`src/rtl/alu_pipe_pkg.sv`:
```
// Shared definitions for the pipelined ALU: opcode encoding and status-flag layout.
// Latency: n/a (types and constants only).
// Backpressure: n/a.
package alu_pipe_pkg;

  typedef enum logic [2:0] {
    OP_ADD = 3'b000,
    OP_SUB = 3'b001,
    OP_AND = 3'b010,
    OP_OR  = 3'b011,
    OP_XOR = 3'b100,
    OP_SHL = 3'b101,
    OP_SHR = 3'b110,
    OP_CLR = 3'b111
  } alu_op_e;

  // Status flags travel together from the compute stage to the output register.
  typedef struct packed {
    logic carry;
    logic zero;
    logic ovf;
  } alu_flags_t;

  localparam int FLAGS_W = $bits(alu_flags_t);

endpackage

```
`src/rtl/alu_pipe_core.sv`:
```
// Combinational ALU: op, A, B -> result and carry/zero/ovf flags, modulo 2^WIDTH.
// Latency: 0 cycles (pure combinational).
// Backpressure: none; the caller decides when the result is captured.
// Ports: op_i opcode, a_i/b_i operands, result_o result, flags_o status flags.
module alu_pipe_core
  import alu_pipe_pkg::*;
#(
  parameter int WIDTH = 8
) (
  input  alu_op_e          op_i,
  input  logic [WIDTH-1:0] a_i,
  input  logic [WIDTH-1:0] b_i,
  output logic [WIDTH-1:0] result_o,
  output alu_flags_t       flags_o
);

  // One extra bit catches the carry-out of ADD and the borrow of SUB.
  logic [WIDTH:0] sum_w;
  logic [WIDTH:0] diff_w;

  always_comb begin
    sum_w    = {1'b0, a_i} + {1'b0, b_i};
    diff_w   = {1'b0, a_i} - {1'b0, b_i};
    result_o = '0;
    flags_o  = '0;
    case (op_i)
      OP_ADD: begin
        result_o      = sum_w[WIDTH-1:0];
        flags_o.carry = sum_w[WIDTH];
        // Signed overflow: like-signed operands produce a differently-signed sum.
        flags_o.ovf   = (a_i[WIDTH-1] == b_i[WIDTH-1]) && (sum_w[WIDTH-1] != a_i[WIDTH-1]);
      end
      OP_SUB: begin
        result_o      = diff_w[WIDTH-1:0];
        flags_o.carry = diff_w[WIDTH];
        // Signed overflow: unlike-signed operands and the difference flips sign from A.
        flags_o.ovf   = (a_i[WIDTH-1] != b_i[WIDTH-1]) && (diff_w[WIDTH-1] != a_i[WIDTH-1]);
      end
      OP_AND: result_o = a_i & b_i;
      OP_OR:  result_o = a_i | b_i;
      OP_XOR: result_o = a_i ^ b_i;
      OP_SHL: begin
        result_o      = {a_i[WIDTH-2:0], 1'b0};
        flags_o.carry = a_i[WIDTH-1];
      end
      OP_SHR: begin
        result_o      = {1'b0, a_i[WIDTH-1:1]};
        flags_o.carry = a_i[0];
      end
      default: result_o = '0;
    endcase
    flags_o.zero = (result_o == '0);
  end

endmodule

```
`src/rtl/alu_pipe.sv`:
```
// Two-stage valid/ready ALU pipeline with an accumulator that can replace operand A.
// Latency: accept-to-out_valid exactly 2 cycles when not stalled.
// Backpressure: holds up to 2 transactions while out_ready=0; in_ready falls when both stages are full.
// Ports: clk/rst (sync, active-high); in_valid/in_ready/a/b/op/acc_mode upstream;
//        out_valid/out_ready/result/carry/zero/ovf downstream.
module alu_pipe
  import alu_pipe_pkg::*;
#(
  parameter int WIDTH = 8  // legal 4..32
) (
  input  logic             clk,
  input  logic             rst,
  input  logic             in_valid,
  output logic             in_ready,
  input  logic [WIDTH-1:0] a,
  input  logic [WIDTH-1:0] b,
  input  logic [2:0]       op,
  input  logic             acc_mode,
  output logic             out_valid,
  input  logic             out_ready,
  output logic [WIDTH-1:0] result,
  output logic             carry,
  output logic             zero,
  output logic             ovf
);

  // Stage 1: registered operands.
  logic             s1_valid_q, s1_valid_d;
  logic [WIDTH-1:0] s1_a_q, s1_a_d;
  logic [WIDTH-1:0] s1_b_q, s1_b_d;
  alu_op_e          s1_op_q, s1_op_d;
  logic             s1_acc_q, s1_acc_d;

  // Stage 2: registered result, plus the accumulator written alongside it.
  logic             out_valid_q, out_valid_d;
  logic [WIDTH-1:0] result_q, result_d;
  alu_flags_t       flags_q, flags_d;
  logic [WIDTH-1:0] acc_q, acc_d;

  logic             s2_advance;
  logic             accept;
  logic [WIDTH-1:0] op_a;
  logic [WIDTH-1:0] core_result;
  alu_flags_t       core_flags;

  assign s2_advance = !out_valid_q || out_ready;
  assign in_ready   = !s1_valid_q || s2_advance;
  assign accept     = in_valid && in_ready;

  // The accumulator is written at compute time, so a back-to-back acc_mode
  // transaction sitting in S1 already sees its predecessor's result.
  assign op_a = s1_acc_q ? acc_q : s1_a_q;

  alu_pipe_core #(.WIDTH(WIDTH)) u_core (
    .op_i     (s1_op_q),
    .a_i      (op_a),
    .b_i      (s1_b_q),
    .result_o (core_result),
    .flags_o  (core_flags)
  );

  always_comb begin
    s1_valid_d  = s1_valid_q;
    s1_a_d      = s1_a_q;
    s1_b_d      = s1_b_q;
    s1_op_d     = s1_op_q;
    s1_acc_d    = s1_acc_q;
    out_valid_d = out_valid_q;
    result_d    = result_q;
    flags_d     = flags_q;
    acc_d       = acc_q;

    if (accept) begin
      s1_valid_d = 1'b1;
      s1_a_d     = a;
      s1_b_d     = b;
      s1_op_d    = alu_op_e'(op);
      s1_acc_d   = acc_mode;
    end else if (s2_advance) begin
      s1_valid_d = 1'b0;
    end

    // S2 only changes when it may advance, so result/flags hold during a stall.
    if (s2_advance) begin
      out_valid_d = s1_valid_q;
      if (s1_valid_q) begin
        result_d = core_result;
        flags_d  = core_flags;
        acc_d    = core_result;
      end
    end
  end

  always_ff @(posedge clk) begin
    if (rst) begin
      s1_valid_q  <= 1'b0;
      s1_a_q      <= '0;
      s1_b_q      <= '0;
      s1_op_q     <= OP_ADD;
      s1_acc_q    <= 1'b0;
      out_valid_q <= 1'b0;
      result_q    <= '0;
      flags_q     <= '0;
      acc_q       <= '0;
    end else begin
      s1_valid_q  <= s1_valid_d;
      s1_a_q      <= s1_a_d;
      s1_b_q      <= s1_b_d;
      s1_op_q     <= s1_op_d;
      s1_acc_q    <= s1_acc_d;
      out_valid_q <= out_valid_d;
      result_q    <= result_d;
      flags_q     <= flags_d;
      acc_q       <= acc_d;
    end
  end

  assign out_valid = out_valid_q;
  assign result    = result_q;
  assign carry     = flags_q.carry;
  assign zero      = flags_q.zero;
  assign ovf       = flags_q.ovf;

endmodule

```
`config.mk`:
```
export PLATFORM = sky130hd
export DESIGN_NAME = alu_pipe
export DESIGN_NICKNAME = d
export VERILOG_FILES = /design/src/rtl/alu_pipe_pkg.sv /design/src/rtl/alu_pipe_core.sv /design/src/rtl/alu_pipe.sv
export SDC_FILE = /design/constraint.sdc
export NUM_CORES = 1
export LEC_CHECK = 0
export CAP_MARGIN = 25
export CORE_MARGIN = 3
export CORE_UTILIZATION = 60
export DETAILED_ROUTE_END_ITERATION = 16
export PLACE_DENSITY_LB_ADDON = 0.08
export SLEW_MARGIN = 20
export SYNTH_ARGS = -nofsm -noshare
export SYNTH_HDL_FRONTEND = slang
export SYNTH_SLANG_ARGS = --single-unit
```
`constraint.sdc`:
```
create_clock -name clk -period 7.4 [get_ports clk]
set_input_delay 0.74 -clock clk [delete_from_list [all_inputs] [get_ports clk]]
set_output_delay 0.74 -clock clk [all_outputs]
set_load 0.01 [all_outputs]
```
==> results.cfg, run 1 <==
[outcome]
outcome = complete, no violations

[die]
placementRows = 23
die_w_um = 73.5
dieArea_sq_mm = 0.00540
io-pin-count = 37
core_sq_mm = 0.00420
die-height_um = 73.5
initial_core_util_pct = 65.1

[yosys]
ys_async_sr_fraction_pct = 0
synth-seq-cells = 33
postSynthAreaPerCell_sq_um = 7.79
seq_area_frac_synth_pct = 24.2
yosysWarnings = 0
ys_types = 63
synthCells = 351
syn_area_sq_mm = 0.00273
synth-edff-count = 0
syn-num-nets = 404
synth_flop_cell = dfxtp_1

[finish]
syn_to_final_growth_pct = 14.4
fin_nets = 426
n_antenna_cell = 0
stdcell_area_sq_mm = 0.00313
fin_cells = 423
multiInputGateArea_sq_mm = 0.00186
fillers = 334
layout-drive-gt1-share_pct = 6.70
seq_area_sq_um = 661
post-route-util_pct = 74.4

[cts]
cts_buffers = 5
cts-root-buf = clkbuf_8
post_cts_buffers = 0
htreeDepth = 2
clkSinkCount = 33
ctsResizeCount = 0
path_clk_slew_ns = 0.07
worstSkewPairLatency_ns = 0.29
ctsHoldBuffers = 0
cts_tree = built
clk_path_buf_depth = 2

[global_routing]
grt_pass1_vias = 2423
grt_pass1_wl_um = 11400
grt_antenna_before_repair = 0
grt_usage_pct = 27.3
gr-usage-met3_pct = 4.92
grt_max_degree = 35
grtUsageMet2_pct = 43.6
met1_usage_pct = 37.5
grt_busiest_layer = met2
grt_overflow = 0

[worst_setup_path]
cp_top_family = simple AND/OR/NAND/NOR gates
endpoint_kind = flop
cp.arrival_ns = 3.53
start_kind = flop
critPathBufInv = 1
critical_path_peak_fanout = 9
critPathRequiredTime_ns = 7.61
crit_type = reg2reg
max_stage_delay_ns = 0.73
worstPathCellList = mux2i_2 -> inv_1 -> ha_1 -> fa_1 -> nor2b_1 -> xnor2_1 -> nor3_2 -> nor4_2 -> nor4b_2 -> nand4_1 -> o31ai_2
slowest_stage = dfxtp_1

[power_and_ir_drop]
powerDensity_mw_per_mm2 = 160
ir_drop_v = 0.000132
total_power_mw = 0.501
leakage_nw = 1.24

[placed_design]
dp_cells = 416
place_ws_ns = 4.11
hpwl_um = 5120
port_buffers = 36
gp_congestion = 0.885
dpl_cell_area_sq_mm = 0.00304

[sta]
tightest_slew_ns = 0.980
slew_headroom_pct = 34.6
finalSetupViolCount = 0
finalHoldViolCount = 0
worst_slack_ns = 4.08
drv_slew = 0
max_freq_ghz = 0.302
rsz0062_at_grt = false
finalCriticalPeriod_ns = 3.32
worst_clock_skew_ns = 0.00879
setup-tns-final_ns = 0
fin_crit_sh_pct = 44.8
holdWs_ns = 0.460

[routing]
drc = 0
drtIter0Drc = 429
wl_um = 6880
wl_per_cell_um = 16.3
via_count = 2590
drt-vias-per-instance = 6.12
antenna_left = 0
dr.pass1.iters = 5

[flow_run]
maxCapViolCount = 0

[worst_hold_path]
hp-class = reg2reg
cells in the mapped netlist (2+ instances only):
cell type,number,area share [%]
dfxtp_1,33,24
a21o_1,3,0.82
nand2_1,60,8.2
o32a_1,2,0.73
nor3_1,4,0.73
mux2i_4,3,2.5
o21ai_0,8,1.5
o2bb2ai_1,2,0.64
a22oi_1,3,0.82
nand2b_1,8,1.8
a221oi_1,3,0.96
buf_2,3,0.55
xnor2_1,6,1.9
nor4b_1,2,0.64
o22ai_1,9,2.1
fa_1,2,1.5
nand3b_1,2,0.55
o21a_1,3,0.82
ha_1,27,12
inv_1,20,2.7
mux2i_1,6,2.2
nand3_1,3,0.55
nand4_1,4,0.92
clkbuf_1,10,1.4
a211oi_1,12,3.3
xor2_1,2,0.64
clkbuf_4,2,0.55
and2_1,3,0.69
a21oi_1,35,6.4
nor2b_1,5,1.1
nor2_1,28,3.8
buf_4,7,1.9
cell usage in the layout, fill, tap and decap left out, types with 2 or more instances in the layout:
cell type / netlist / layout
ha_1: 27 / 27
inv_1: 20 / 20
a22oi_1: 3 / 3
nand4_1: 4 / 4
buf_4: 7 / 2
nand3_1: 3 / 3
clkdlybuf4s50_1: 0 / 36
nor2_1: 28 / 28
o32a_1: 2 / 2
nand2b_1: 8 / 8
a211oi_1: 12 / 12
mux2i_4: 3 / 3
clkbuf_8: 0 / 6
dfxtp_1: 33 / 33
xor2_1: 2 / 2
and2_1: 3 / 3
nor4b_1: 2 / 2
nand2_1: 60 / 60
a21oi_1: 35 / 35
nand3b_1: 2 / 2
mux2i_1: 6 / 6
o2bb2ai_1: 2 / 2
fa_1: 2 / 2
nor2b_1: 5 / 5
o21a_1: 3 / 3
o22ai_1: 9 / 9
nor3_1: 4 / 4
o21ai_0: 8 / 8
a221oi_1: 3 / 3
xnor2_1: 6 / 6
a21o_1: 3 / 3
worst register-to-register path: stages (launching register included):
cell and delay [ns]:
dfxtp_1 0.73, mux2i_2 0.40, inv_1 0.08, ha_1 0.22, fa_1 0.41, nor2b_1 0.16, xnor2_1 0.23, nor3_2 0.07
nor4_2 0.33, nor4b_2 0.25, nand4_1 0.13, o31ai_2 0.23
logic make-up (layout without fill, tap and decap cells):
family          Yosys count  in the layout  synth area share [%]
mux                      11             11                  5.58
fa+ha+maj                29             29                  13.8
xor+xnor                  8              8                  2.56
simple gates            130            130                  22.7
flops                    33             33                  24.2
compound gates           96             96                  23.5
buf+inv                  44             66                  7.69
final timing paths:
| kind | to | cells past startpoint | from | slack (ns) |
|---|---|---|---|---|
| max | zero | 11 | s1_acc_q | 4.08 |
| min | s1_a_q[7] | 2 | s1_a_q[7] | 0.46 |
| min reg2reg | s1_a_q[7] | 2 | s1_a_q[7] | 0.46 |
| max reg2reg | zero | 11 | s1_acc_q | 4.08 |
area by class of cell:
cell class,instances,share of cell area [%]
well taps,50,2.00
flip-flops and latches,33,21.1
clock buffers,7,2.76
multi-input cells,274,59.6
inverters,21,2.52
repair buffers,38,12.0
sequential cells by signal (all words and copies together), names as in the netlist:
| register | flops |
|---|---|
| ovf | 1 |
| s1_op_q | 3 |
| s1_a_q | 8 |
| s1_acc_q | 1 |
| s1_b_q | 8 |
| s1_valid_q | 1 |
| carry | 1 |
| acc_q | 8 |
| out_valid | 1 |
| zero | 1 |
power breakdown:
part / leakage, nW / total (mW) / internal, mW / switching [mW]
combinational: 0.924 / 0.160 / 0.0735 / 0.0870
clock: 0.0443 / 0.136 / 0.0737 / 0.0620
sequential: 0.272 / 0.205 / 0.188 / 0.0171
layer usage:
layer | part of all wire (%) | vias up
li1 | - | 1269
met1 | 47 | 1187
met2 | 45 | 121
met3 | 6.7 | 13
met4 | 1.5 | 0
met5 | 0 | -
(Power assumes the default switching activity.)
==> run 2, diff against run 1 <==
CORE_UTILIZATION = 50   (was 60)
clock period = 3 ns   (was 7.4 ns; I/O delays follow)
==> run 2 against run 1 <==
- clock skew down 0.0046 ns
- setup slack worse by 3.8 ns
- cell count up 6.4%
- routed wire length down 1.8%
- global-route usage down 5.2 points
- first-iteration DRC count down 64%
- critical path depth unchanged
- die area up 18%
- maximum frequency up 20%
- sequential share of layout area down 0.58 points
- critical path type unchanged
- critical endpoint unchanged
- largest cell class unchanged
- highest routed layer unchanged
==> results.cfg, run 2 (same netlist as run 1, synthesis figures left out) <==
[worst_setup_path]
worstPathCellList = buf_12 -> mux2i_4 -> inv_2 -> fa_1 -> nor2b_1 -> xnor2_1 -> nor3_2 -> nor4_2 -> nor4b_2 -> nand4_1 -> o31ai_2
cp.arrival_ns = 2.97
critPathBufInv = 2
crit-reg2reg-capture = zero
crit_type = reg2reg
cp_top_family = simple AND/OR/NAND/NOR gates
endpoint = zero
crit_start = s1_acc_q
start_kind = flop
max_stage_delay_ns = 0.42
critical_path_peak_fanout = 7
r2r_start = s1_acc_q
rr_worst_depth = 11
cp.depth = 11
slowest_stage = fa_1
r2r_slack_ns = 0.23
critPathRequiredTime_ns = 3.20
endpoint_kind = flop

[cts]
cts-root-buf = clkbuf_8
cts_tree = built
cts_buffers = 5
clkSinkCount = 33
htreeDepth = 2
clk_path_buf_depth = 2
worstSkewPairLatency_ns = 0.28
path_clk_slew_ns = 0.06

[finish]
final_common_cell = nand2_1
post-route-util_pct = 61.9
fin_cells = 450
syn_to_final_growth_pct = 17.8
n_antenna_cell = 0
layout_common_cells = nand2_1, clkdlybuf4s50_1, a21oi_1, dfxtp_1, nor2_1
fillers = 505
layout-drive-gt1-share_pct = 8.95
top_regs = acc_q x8, s1_a_q x8, s1_b_q x8
seq_area_sq_um = 662
fin_nets = 433
multiInputGateArea_sq_mm = 0.00187

[sta]
drv_slew = 0
setup-tns-final_ns = 0
finalSetupViolCount = 0
finalCriticalPeriod_ns = 2.77
worst_clock_skew_ns = 0.00414
fin_crit_sh_pct = 92.2
rsz0062_at_grt = false
max_freq_ghz = 0.362
tightest_slew_ns = 0.830
slew_headroom_pct = 44.6
finalHoldViolCount = 0

[die]
io-pin-count = 37
initial_core_util_pct = 52.5
core_sq_mm = 0.00520
die_w_um = 79.9
dieArea_sq_mm = 0.00639
placementRows = 26
die-height_um = 79.9

[flow_run]
maxCapViolCount = 0

[outcome]
outcome = complete, no violations

[routing]
drtIter0Drc = 156
dr.pass1.iters = 4
wl_per_cell_um = 15.0
wl_um = 6760
via_count = 2536
drt-vias-per-instance = 5.64
drc = 0
antenna_left = 0

[global_routing]
grt_pass1_vias = 2281
grt_overflow = 0
grt_pass1_wl_um = 11000
grt_max_degree = 34
grt_usage_pct = 22.1
grt_antenna_before_repair = 0

[worst_hold_path]
hp-class = reg2reg

[power_and_ir_drop]
total_power_mw = 1.25
powerDensity_mw_per_mm2 = 387
leakage_nw = 1.28
ir_drop_v = 0.000325

[placed_design]
port_buffers = 36
dp_cells = 443
gp_congestion = 0.920
hpwl_um = 5410
[run 2: changes by cell type in the layout (fill, tap and decap cells not counted), sizes merged]
| cell | before | now |
|---|---|---|
| buf | 2 | 9 |
[run 2: routing by layer]
layer / wire, um / up-vias / track usage, %
met3: 331 / 12 / 3.61
met1: 3030 / 1180 / 29.1
met2: 3280 / 65 / 36.4
met5: 0 / - / 0
met4: 116 / 0 / 7.43
li1: - / 1279 / -
[run 2: final cells by class]
| class | instances | area share (%) |
|---|---|---|
| Clock buffer | 7 | 2.68 |
| Inverter | 21 | 2.45 |
| Tap cell | 70 | 2.72 |
| Timing Repair Buffer | 45 | 13.7 |
| Sequential cell | 33 | 20.5 |
| Multi-Input combinational cell | 274 | 57.9 |
[run 2: metrics by stage]
stage | instance area (sq um) | worst slack [ns] | hold WS, ns
CTS | 3220 | 0.147 | 0.468
global route | 3220 | 0.0128 | 0.502
floorplan | 2730 | 0.319 | 0.417
detailed placement | 3130 | 0.200 | 0.459
global placement | 3130 | 0.195 | 0.450
finish | 3220 | 0.234 | 0.464
[run 2: worst register-to-register path, cell delays in order, from the launching register on]
cell	delay, ns
dfxtp_2	0.38
buf_12	0.16
mux2i_4	0.30
inv_2	0.10
fa_1	0.42
nor2b_1	0.15
xnor2_1	0.22
nor3_2	0.06
nor4_2	0.30
nor4b_2	0.24
nand4_1	0.14
o31ai_2	0.22
[run 2: where the power goes]
part	switching (mW)	internal [mW]
registers	0.0341	0.464
clock network	0.157	0.182
logic	0.217	0.192
[run 2: how the worst min path moves through the flow]
stage | startpoint | end | depth (start not counted)
6_report | s1_a_q[4] | s1_a_q[4] | 2
3_3_place_gp | s1_a_q[6] | s1_a_q[6] | 2
3_5_place_dp | s1_a_q[7] | s1_a_q[7] | 2
4_1_cts | s1_a_q[5] | s1_a_q[5] | 2
2_1_floorplan | in_valid | s1_valid_q | 2
5_1_grt | s1_a_q[7] | s1_a_q[7] | 2
[run 2: repair_timing]
item,4_1_cts,5_1_grt
gates resized for setup,0,2
setup endpoints to repair,0,2
buffers inserted,0,0
hold buffers,0,0
